## config.mk

```make
export PLATFORM = sky130hd
export DESIGN_NAME = i2s_tdm_clkws_gen
export DESIGN_NICKNAME = d
export VERILOG_FILES = /design/src/rtl/i2s_tdm_pkg.sv /design/src/rtl/i2s_tdm_clkws_gen_if.sv /design/src/rtl/i2s_tdm_sck_div.sv /design/src/rtl/i2s_tdm_clkws_gen.sv
export SDC_FILE = /design/constraint.sdc
export NUM_CORES = 1
export LEC_CHECK = 0
export ABC_AREA = 1
export BUFFER_PORTS_ARGS = -buffer_cell sky130_fd_sc_hd__buf_2
export CAP_MARGIN = 10
export CORE_ASPECT_RATIO = 1.1
export CORE_UTILIZATION = 52
export DETAILED_ROUTE_END_ITERATION = 10
export HOLD_SLACK_MARGIN = 0.05
export MAX_ROUTING_LAYER = met4
export PLACE_DENSITY = 0.77
export REMOVE_ABC_BUFFERS = 1
export SLEW_MARGIN = 20
export SYNTH_ARGS = -nofsm -noshare
export SYNTH_HDL_FRONTEND = slang
export SYNTH_SLANG_ARGS = --single-unit
```

## constraint.sdc

```tcl
create_clock -name clk_i -period 3.09 [get_ports clk_i]
set_clock_uncertainty 0.15 [all_clocks]
set_input_delay 0.1545 -clock clk_i [delete_from_list [all_inputs] [get_ports clk_i]]
set_output_delay 0.1545 -clock clk_i [all_outputs]
set_load 0.02 [all_outputs]
```

## src/rtl/i2s_tdm_pkg.sv

```systemverilog
// rtl/i2s_tdm_pkg.sv - shared types and field widths for the I2S/TDM clock and word-select generator
package i2s_tdm_pkg;

    localparam int WORD_W = 5;
    localparam int FCNT_W = 16;

    typedef enum logic [1:0] {
        MODE_I2S   = 2'd0,
        MODE_LJ    = 2'd1,
        MODE_DSP_A = 2'd2,
        MODE_DSP_B = 2'd3
    } mode_e;

    typedef enum logic [1:0] {
        ST_IDLE  = 2'd0,
        ST_RUN   = 2'd1,
        ST_DRAIN = 2'd2
    } state_e;

endpackage

```

## src/rtl/i2s_tdm_clkws_gen_if.sv

```systemverilog
// rtl/i2s_tdm_clkws_gen_if.sv - serial clock bundle from the divider to the position/word-select logic
interface i2s_tdm_clkws_gen_if;

    logic sck;
    logic sck_rise;
    logic sck_fall;
    // high in the cycle before sck_fall, i.e. on the edge where SCK is about to fall
    logic fall_tick;

    modport master (output sck, sck_rise, sck_fall, fall_tick);
    modport slave  (input  sck, sck_rise, sck_fall, fall_tick);

endinterface

```

## src/rtl/i2s_tdm_sck_div.sv

```systemverilog
// rtl/i2s_tdm_sck_div.sv - SCK divider: half-period of div_i+1 clocks, level plus registered edge strobes
module i2s_tdm_sck_div #(
    parameter int DIV_W = 16
) (
    input  logic                  clk_i,
    input  logic                  rstn_i,
    input  logic                  run_i,
    input  logic [DIV_W-1:0]      div_i,
    i2s_tdm_clkws_gen_if.master   sck_if
);

    logic [DIV_W-1:0] cnt_q, cnt_d;
    logic             sck_q, sck_d;
    logic             rise_q, rise_d;
    logic             fall_q, fall_d;
    logic             tick;

    // Idle holds the counter and SCK at zero so every run starts with a full low half-period.
    always_comb begin
        tick   = run_i && (cnt_q == div_i);
        cnt_d  = '0;
        sck_d  = 1'b0;
        rise_d = 1'b0;
        fall_d = 1'b0;
        if (run_i) begin
            cnt_d  = tick ? '0 : cnt_q + DIV_W'(1);
            sck_d  = tick ? ~sck_q : sck_q;
            rise_d = tick && !sck_q;
            fall_d = tick && sck_q;
        end
    end

    always_ff @(posedge clk_i or negedge rstn_i) begin
        if (!rstn_i) begin
            cnt_q  <= '0;
            sck_q  <= 1'b0;
            rise_q <= 1'b0;
            fall_q <= 1'b0;
        end else begin
            cnt_q  <= cnt_d;
            sck_q  <= sck_d;
            rise_q <= rise_d;
            fall_q <= fall_d;
        end
    end

    assign sck_if.sck       = sck_q;
    assign sck_if.sck_rise  = rise_q;
    assign sck_if.sck_fall  = fall_q;
    assign sck_if.fall_tick = fall_d;

endmodule

```

## src/rtl/i2s_tdm_clkws_gen.sv

```systemverilog
// rtl/i2s_tdm_clkws_gen.sv - I2S/LJ/DSP frame timing generator; I2S_TDM_FRAME_CNT_EN enables frame_cnt_o
module i2s_tdm_clkws_gen
    import i2s_tdm_pkg::*;
#(
    parameter int DIV_W  = 16,
    parameter int SLOT_W = 4
) (
    input  logic              clk_i,
    input  logic              rstn_i,
    input  logic              cfg_en_i,
    input  logic [DIV_W-1:0]  cfg_div_i,
    input  logic [WORD_W-1:0] cfg_word_size_i,
    input  logic [SLOT_W-1:0] cfg_slot_num_i,
    input  logic [1:0]        cfg_mode_i,
    output logic              sck_o,
    output logic              sck_rise_o,
    output logic              sck_fall_o,
    output logic              ws_o,
    output logic [SLOT_W-1:0] slot_idx_o,
    output logic [WORD_W-1:0] bit_idx_o,
    output logic              frame_start_o,
    output logic              busy_o,
    output logic [FCNT_W-1:0] frame_cnt_o
);

    state_e              state_q, state_d;
    logic [DIV_W-1:0]    div_q, div_d;
    logic [WORD_W-1:0]   word_q, word_d;
    logic [SLOT_W-1:0]   snum_q, snum_d;
    mode_e               mode_q, mode_d;
    logic [SLOT_W-1:0]   slot_q, slot_d;
    logic [WORD_W-1:0]   bit_q, bit_d;
    logic                ws_q, ws_d;
    logic                fs_q, fs_d;
    logic                wrap;

    i2s_tdm_clkws_gen_if sck_if ();

    i2s_tdm_sck_div #(.DIV_W(DIV_W)) u_sck_div (
        .clk_i  (clk_i),
        .rstn_i (rstn_i),
        .run_i  (state_q != ST_IDLE),
        .div_i  (div_q),
        .sck_if (sck_if)
    );

    // Left-justified WS: second half of the slots, the odd middle slot going to the first half.
    function automatic logic lj_high(input logic [SLOT_W-1:0] slot, input logic [SLOT_W-1:0] snum);
        logic [SLOT_W:0] half;
        half = ({1'b0, snum} + (SLOT_W+1)'(2)) >> 1;
        return {1'b0, slot} >= half;
    endfunction

    function automatic logic ws_calc(input mode_e mode, input logic [SLOT_W-1:0] slot,
                                     input logic [WORD_W-1:0] bitn, input logic [WORD_W-1:0] word,
                                     input logic [SLOT_W-1:0] snum);
        logic            last_bit;
        logic [SLOT_W-1:0] nslot;
        last_bit = (bitn == word);
        nslot    = last_bit ? ((slot == snum) ? '0 : slot + SLOT_W'(1)) : slot;
        case (mode)
            MODE_I2S:   return lj_high(nslot, snum);
            MODE_LJ:    return lj_high(slot, snum);
            MODE_DSP_A: return (slot == snum) && last_bit;
            default:    return (slot == '0) && (bitn == '0);
        endcase
    endfunction

    always_comb begin
        state_d = state_q;
        div_d   = div_q;
        word_d  = word_q;
        snum_d  = snum_q;
        mode_d  = mode_q;
        slot_d  = slot_q;
        bit_d   = bit_q;
        fs_d    = 1'b0;
        wrap    = 1'b0;
        case (state_q)
            ST_IDLE: begin
                if (cfg_en_i) begin
                    state_d = ST_RUN;
                    div_d   = cfg_div_i;
                    word_d  = cfg_word_size_i;
                    snum_d  = cfg_slot_num_i;
                    mode_d  = mode_e'(cfg_mode_i);
                    slot_d  = '0;
                    bit_d   = '0;
                    fs_d    = 1'b1;
                end
            end
            default: begin
                state_d = cfg_en_i ? ST_RUN : ST_DRAIN;
                if (sck_if.fall_tick) begin
                    if (bit_q == word_q) begin
                        bit_d = '0;
                        if (slot_q == snum_q) begin
                            slot_d = '0;
                            wrap   = 1'b1;
                        end else begin
                            slot_d = slot_q + SLOT_W'(1);
                        end
                    end else begin
                        bit_d = bit_q + WORD_W'(1);
                    end
                end
                // A stop only takes effect on a frame boundary, so frames are never cut short.
                if (wrap) begin
                    if (cfg_en_i) fs_d    = 1'b1;
                    else          state_d = ST_IDLE;
                end
            end
        endcase
        ws_d = (state_d == ST_IDLE) ? 1'b0 : ws_calc(mode_d, slot_d, bit_d, word_d, snum_d);
    end

    always_ff @(posedge clk_i or negedge rstn_i) begin
        if (!rstn_i) begin
            state_q <= ST_IDLE;
            div_q   <= '0;
            word_q  <= '0;
            snum_q  <= '0;
            mode_q  <= MODE_I2S;
            slot_q  <= '0;
            bit_q   <= '0;
            ws_q    <= 1'b0;
            fs_q    <= 1'b0;
        end else begin
            state_q <= state_d;
            div_q   <= div_d;
            word_q  <= word_d;
            snum_q  <= snum_d;
            mode_q  <= mode_d;
            slot_q  <= slot_d;
            bit_q   <= bit_d;
            ws_q    <= ws_d;
            fs_q    <= fs_d;
        end
    end

`ifdef I2S_TDM_FRAME_CNT_EN
    logic [FCNT_W-1:0] fcnt_q;

    // Counts completed frames: every boundary after the first frame_start, including the final one into idle.
    always_ff @(posedge clk_i or negedge rstn_i) begin
        if (!rstn_i)   fcnt_q <= '0;
        else if (wrap) fcnt_q <= fcnt_q + FCNT_W'(1);
    end

    assign frame_cnt_o = fcnt_q;
`else
    assign frame_cnt_o = '0;
`endif

    assign sck_o         = sck_if.sck;
    assign sck_rise_o    = sck_if.sck_rise;
    assign sck_fall_o    = sck_if.sck_fall;
    assign ws_o          = ws_q;
    assign slot_idx_o    = slot_q;
    assign bit_idx_o     = bit_q;
    assign frame_start_o = fs_q;
    assign busy_o        = (state_q != ST_IDLE);

endmodule
```

==> metrics.md <==
| Metric | Value |
|---|---|
| Status | finished with violations |
| Violations in the final reports | design-rule violations, negative setup slack |
| Clock buffer depth | 2 |
| Crit end category | register |
| WHS | ~0.062 ns |
| Hold depth | 4 |
| Initial Util | around 54% |
| Mapped cell area | between 0.003 and 0.004 mm² |
| Final ANT Viol Nets | 0 |
| Setup_tns | -0.439 ns |
| Worst skew pair latency | 0.35 ns |
| Largest net degree at the start of global routing | 33 |
| Num CTS Buffers | 9 |
| HP Class | in -> reg |
| CP Max Fanout | 6 |
| Gate count of the mapped netlist | 568 |
| DRT Wirelength | 10800 µm |
| Placer Congestion | 0.953 |
| Crit share post-route | 114% |
| Seq/Total Area, Yosys | between 30% and 40% |
| Power per cell area | 510 mW/mm² |
| GRT Util Overall | 29.8% |
| Setup-failing EPs final | 1 |
| Hold Crit Start | cfg_word_size_i[1] |
| DP HPWL | 7730 µm |
| CORE AREA | 0.00739 mm² |
| Die Footprint | roughly 0.0080 mm² |
| Req. time, crit path | 3.19 ns |
| Worst setup startpoint | u_sck_div.cnt_q[2]$_DFF_PN0_ |
| Leakage | 3.07 nW |
| CTS tree | yes |
| CTS H-tree lvls | 3 |
| Nets | about 800 |
| Routed WL per cell | 12.9 µm |
| Fmax | 0.283 GHz |
| Vias in the first global route | 4197 |
| Die H | 93.5 µm |
| Setup ws final | -0.439 ns |
| Leading area contributor after synthesis | dfrtp_1 |
| WP data arrival | 3.63 ns |
| Row Count | 33 |
| Yosys cell types | 33 |
| # fillers | 559 |
| Yosys reg bits | 59 |
| CP Launch Type | register |
| Total gr overflow | 0 |
| Max Transition Viols Final | 0 |
| IO Count | 61 |
| Max-cap viol count | 0 |
| Maximum VDD drop | approximately 0.32 mV |
| Die width | 85.2 µm |
| Flip-flop and latch area | between 0.001 and 0.0015 mm² |
| Worst reg2reg startpoint | u_sck_div.cnt_q[2]$_DFF_PN0_ |
| Critical path class | reg -> reg |
| R2r worst-path depth | 25 |
| Slowest cell on crit path | dfrtp_1 |
| Max stage delay on crit path | about 0.42 ns |
| Clock-pin slew of the registers on the worst-case setup and hold paths | 0.08 ns |
| Via density | around 5.0 |
| # diodes | 0 |
| Drt initial violations | 249 |
| Slew HR | between 50 and 60% |
| Hold Violations, Final | 0 |
| Sinks on Clock Net | between 50 and 60 |
| P&R area growth vs syn | 39.8% |
| Final instance area | ~0.0055 mm² |
| CP dominant cell by count | nand2_1 |
| Root Buffer | clkbuf_8 |
| First-pass GRT wire length | 17900 µm |
| Area occupied by multi-input gates | 0.00201 mm² |
| Fin crit period | 3.53 ns |
| Initial antenna violation count | 0 |
| DRC Markers | 2 |
| Vias post-DR | 4140 |
| TritonRoute pass-1 iters | 8 |
| Share of cells above drive strength 1 | 29.0% |
| Area share of the largest cell type after synthesis | 37.3% |
| Largest cells by area after synthesis | dfrtp_1 (37%), nand2_1 (15%), inv_1 (9.6%) |
| Unrepaired setup endpoints after global routing | yes |
| Slew @ Worst Pin | 0.698 ns |
| Syn. warnings | 0 |
| Area of placed instances | about 0.005 mm² |
| Avg Synthesized Cell Area | 6.97 µm² |
| Port buffer count | 44 |
power by group:
group | switching, mW | internal [mW] | total, mW
Combinational | 0.541 | 0.448 | 0.989
Clock | 0.355 | 0.542 | 0.898
Sequential | 0.0685 | 0.866 | 0.934
cell type report:
| type | count | area share (%) |
|---|---|---|
| Tap cell | 87 | 1.97 |
| Sequential cell | 59 | 26.7 |
| Timing Repair Buffer | 175 | 23.1 |
| Clock buffer | 9 | 2.24 |
| Inverter | 109 | 7.40 |
| Multi-Input combinational cell | 389 | 36.3 |
| Clock inverter | 7 | 2.26 |
flip-flops by register name, indices dropped and copies added (netlist names):
register,count
u_sck_div.sck_if.sck,1
frame_start_o,1
snum_q,4
mode_q,2
u_sck_div.sck_if.sck_fall,1
div_q,16
ws_o,1
u_sck_div.cnt_q,16
slot_idx_o,4
state_q,2
u_sck_div.sck_if.sck_rise,1
bit_idx_o,5
word_q,5
cells in the final DEF (no fill, tap or decap), types with 2 or more instances in the layout:
master,Yosys,final
xnor2_1,2,2
nor2_2,4,6
nor2_1,44,42
nor3_1,6,6
buf_2,4,44
o21a_1,4,4
dfrtp_1,59,59
inv_2,7,11
o21ai_0,41,39
o21ai_1,5,5
ha_1,14,14
buf_4,16,105
nand2_2,3,9
xor2_1,10,10
or2_2,7,7
o21ai_2,0,2
a21oi_1,13,12
clkinv_4,0,3
nand4_1,8,8
conb_1,1,16
clkbuf_8,0,9
nor2_4,4,4
nand2_1,161,155
inv_1,101,97
nand3_2,3,4
o211ai_1,2,2
nand3_1,34,33
bufinv_16,0,3
dlygate4sd3_1,0,25
nor3_2,2,2
through the flow:
stage                     total power [mW]  cells  setup slack [ns]  util [%]
after floorplan                       1.47    557             -1.05         -
after global placement                1.84    778            -0.266      65.9
after detailed placement              1.87    778            -0.317      65.9
after CTS                             2.80    826            -0.318      73.5
after global routing                  3.00    835            -0.720      74.8
final                                 2.82    835            -0.439      74.8
cells in the mapped netlist:
master / n
nor2_2: 4
nand3_4: 1
dfrtp_1: 59
nand4_2: 1
buf_4: 16
xor2_1: 10
inv_2: 7
nor2_8: 1
or2_2: 7
clkinv_1: 1
nand3_1: 34
o211ai_1: 2
ha_1: 14
nand2_1: 161
a21oi_1: 13
o21ai_1: 5
o21ai_0: 41
nand2_2: 3
nand4_1: 8
clkbuf_1: 6
nor3b_2: 1
nor2_4: 4
nor2_1: 44
conb_1: 1
nand2_4: 1
o21a_1: 4
inv_1: 101
o21bai_1: 1
nand3_2: 3
nor3_1: 6
nor3_2: 2
xnor2_1: 2
buf_2: 4
kinds of logic after synthesis:
family,Yosys count,share of synthesized area [%]
AO/OA/AOI/OAI,66,8.79
XOR/XNOR,12,2.66
adder cells (fa/ha/maj),14,4.43
buffers and inverters,135,14.5
flip-flops,59,37.3
other,1,0.0948
AND/OR/NAND/NOR,281,32.3
worst paths after layout:
path	slack (ns)	end
worst max-delay path	-0.44	ws_o$_DFF_PN0_
min in group asynchronous	0.23	div_q[5]$_DFFE_PN0P_
worst max register to register	-0.44	ws_o$_DFF_PN0_
worst min-delay path	0.06	word_q[1]$_DFF_PN0_
worst min register to register	0.33	u_sck_div.cnt_q[0]$_DFF_PN0_
max in group asynchronous	1.94	bit_idx_o[4]$_DFF_PN0_
critical path, delay by kind of cell, from the launching register on:
| kind | cells | cell delay [ns] |
|---|---|---|
| simple gates | 14 | 1.47 |
| compound gates | 6 | 0.75 |
| flops | 1 | 0.42 |
| buf+inv | 4 | 0.35 |
| fa+ha+maj | 1 | 0.29 |
what timing repair did:
item	CTS	global route
hold buffers	25	0
gates resized for setup	4	15
endpoints found under the hold margin	52	0
setup endpoints to repair	1	1
pin swaps	12	22
buffers inserted	7	9
routing by layer:
| layer | GRT usage [%] | routed length [µm] | up-vias |
|---|---|---|---|
| li1 | - | - | 2067 |
| met1 | 31.4 | 4220 | 1875 |
| met2 | 52.4 | 5520 | 157 |
| met3 | 6.09 | 612 | 41 |
| met4 | 16.4 | 419 | 0 |
| met5 | - | 0 | - |
No activity file was read; power rests on OpenSTA's default activity.
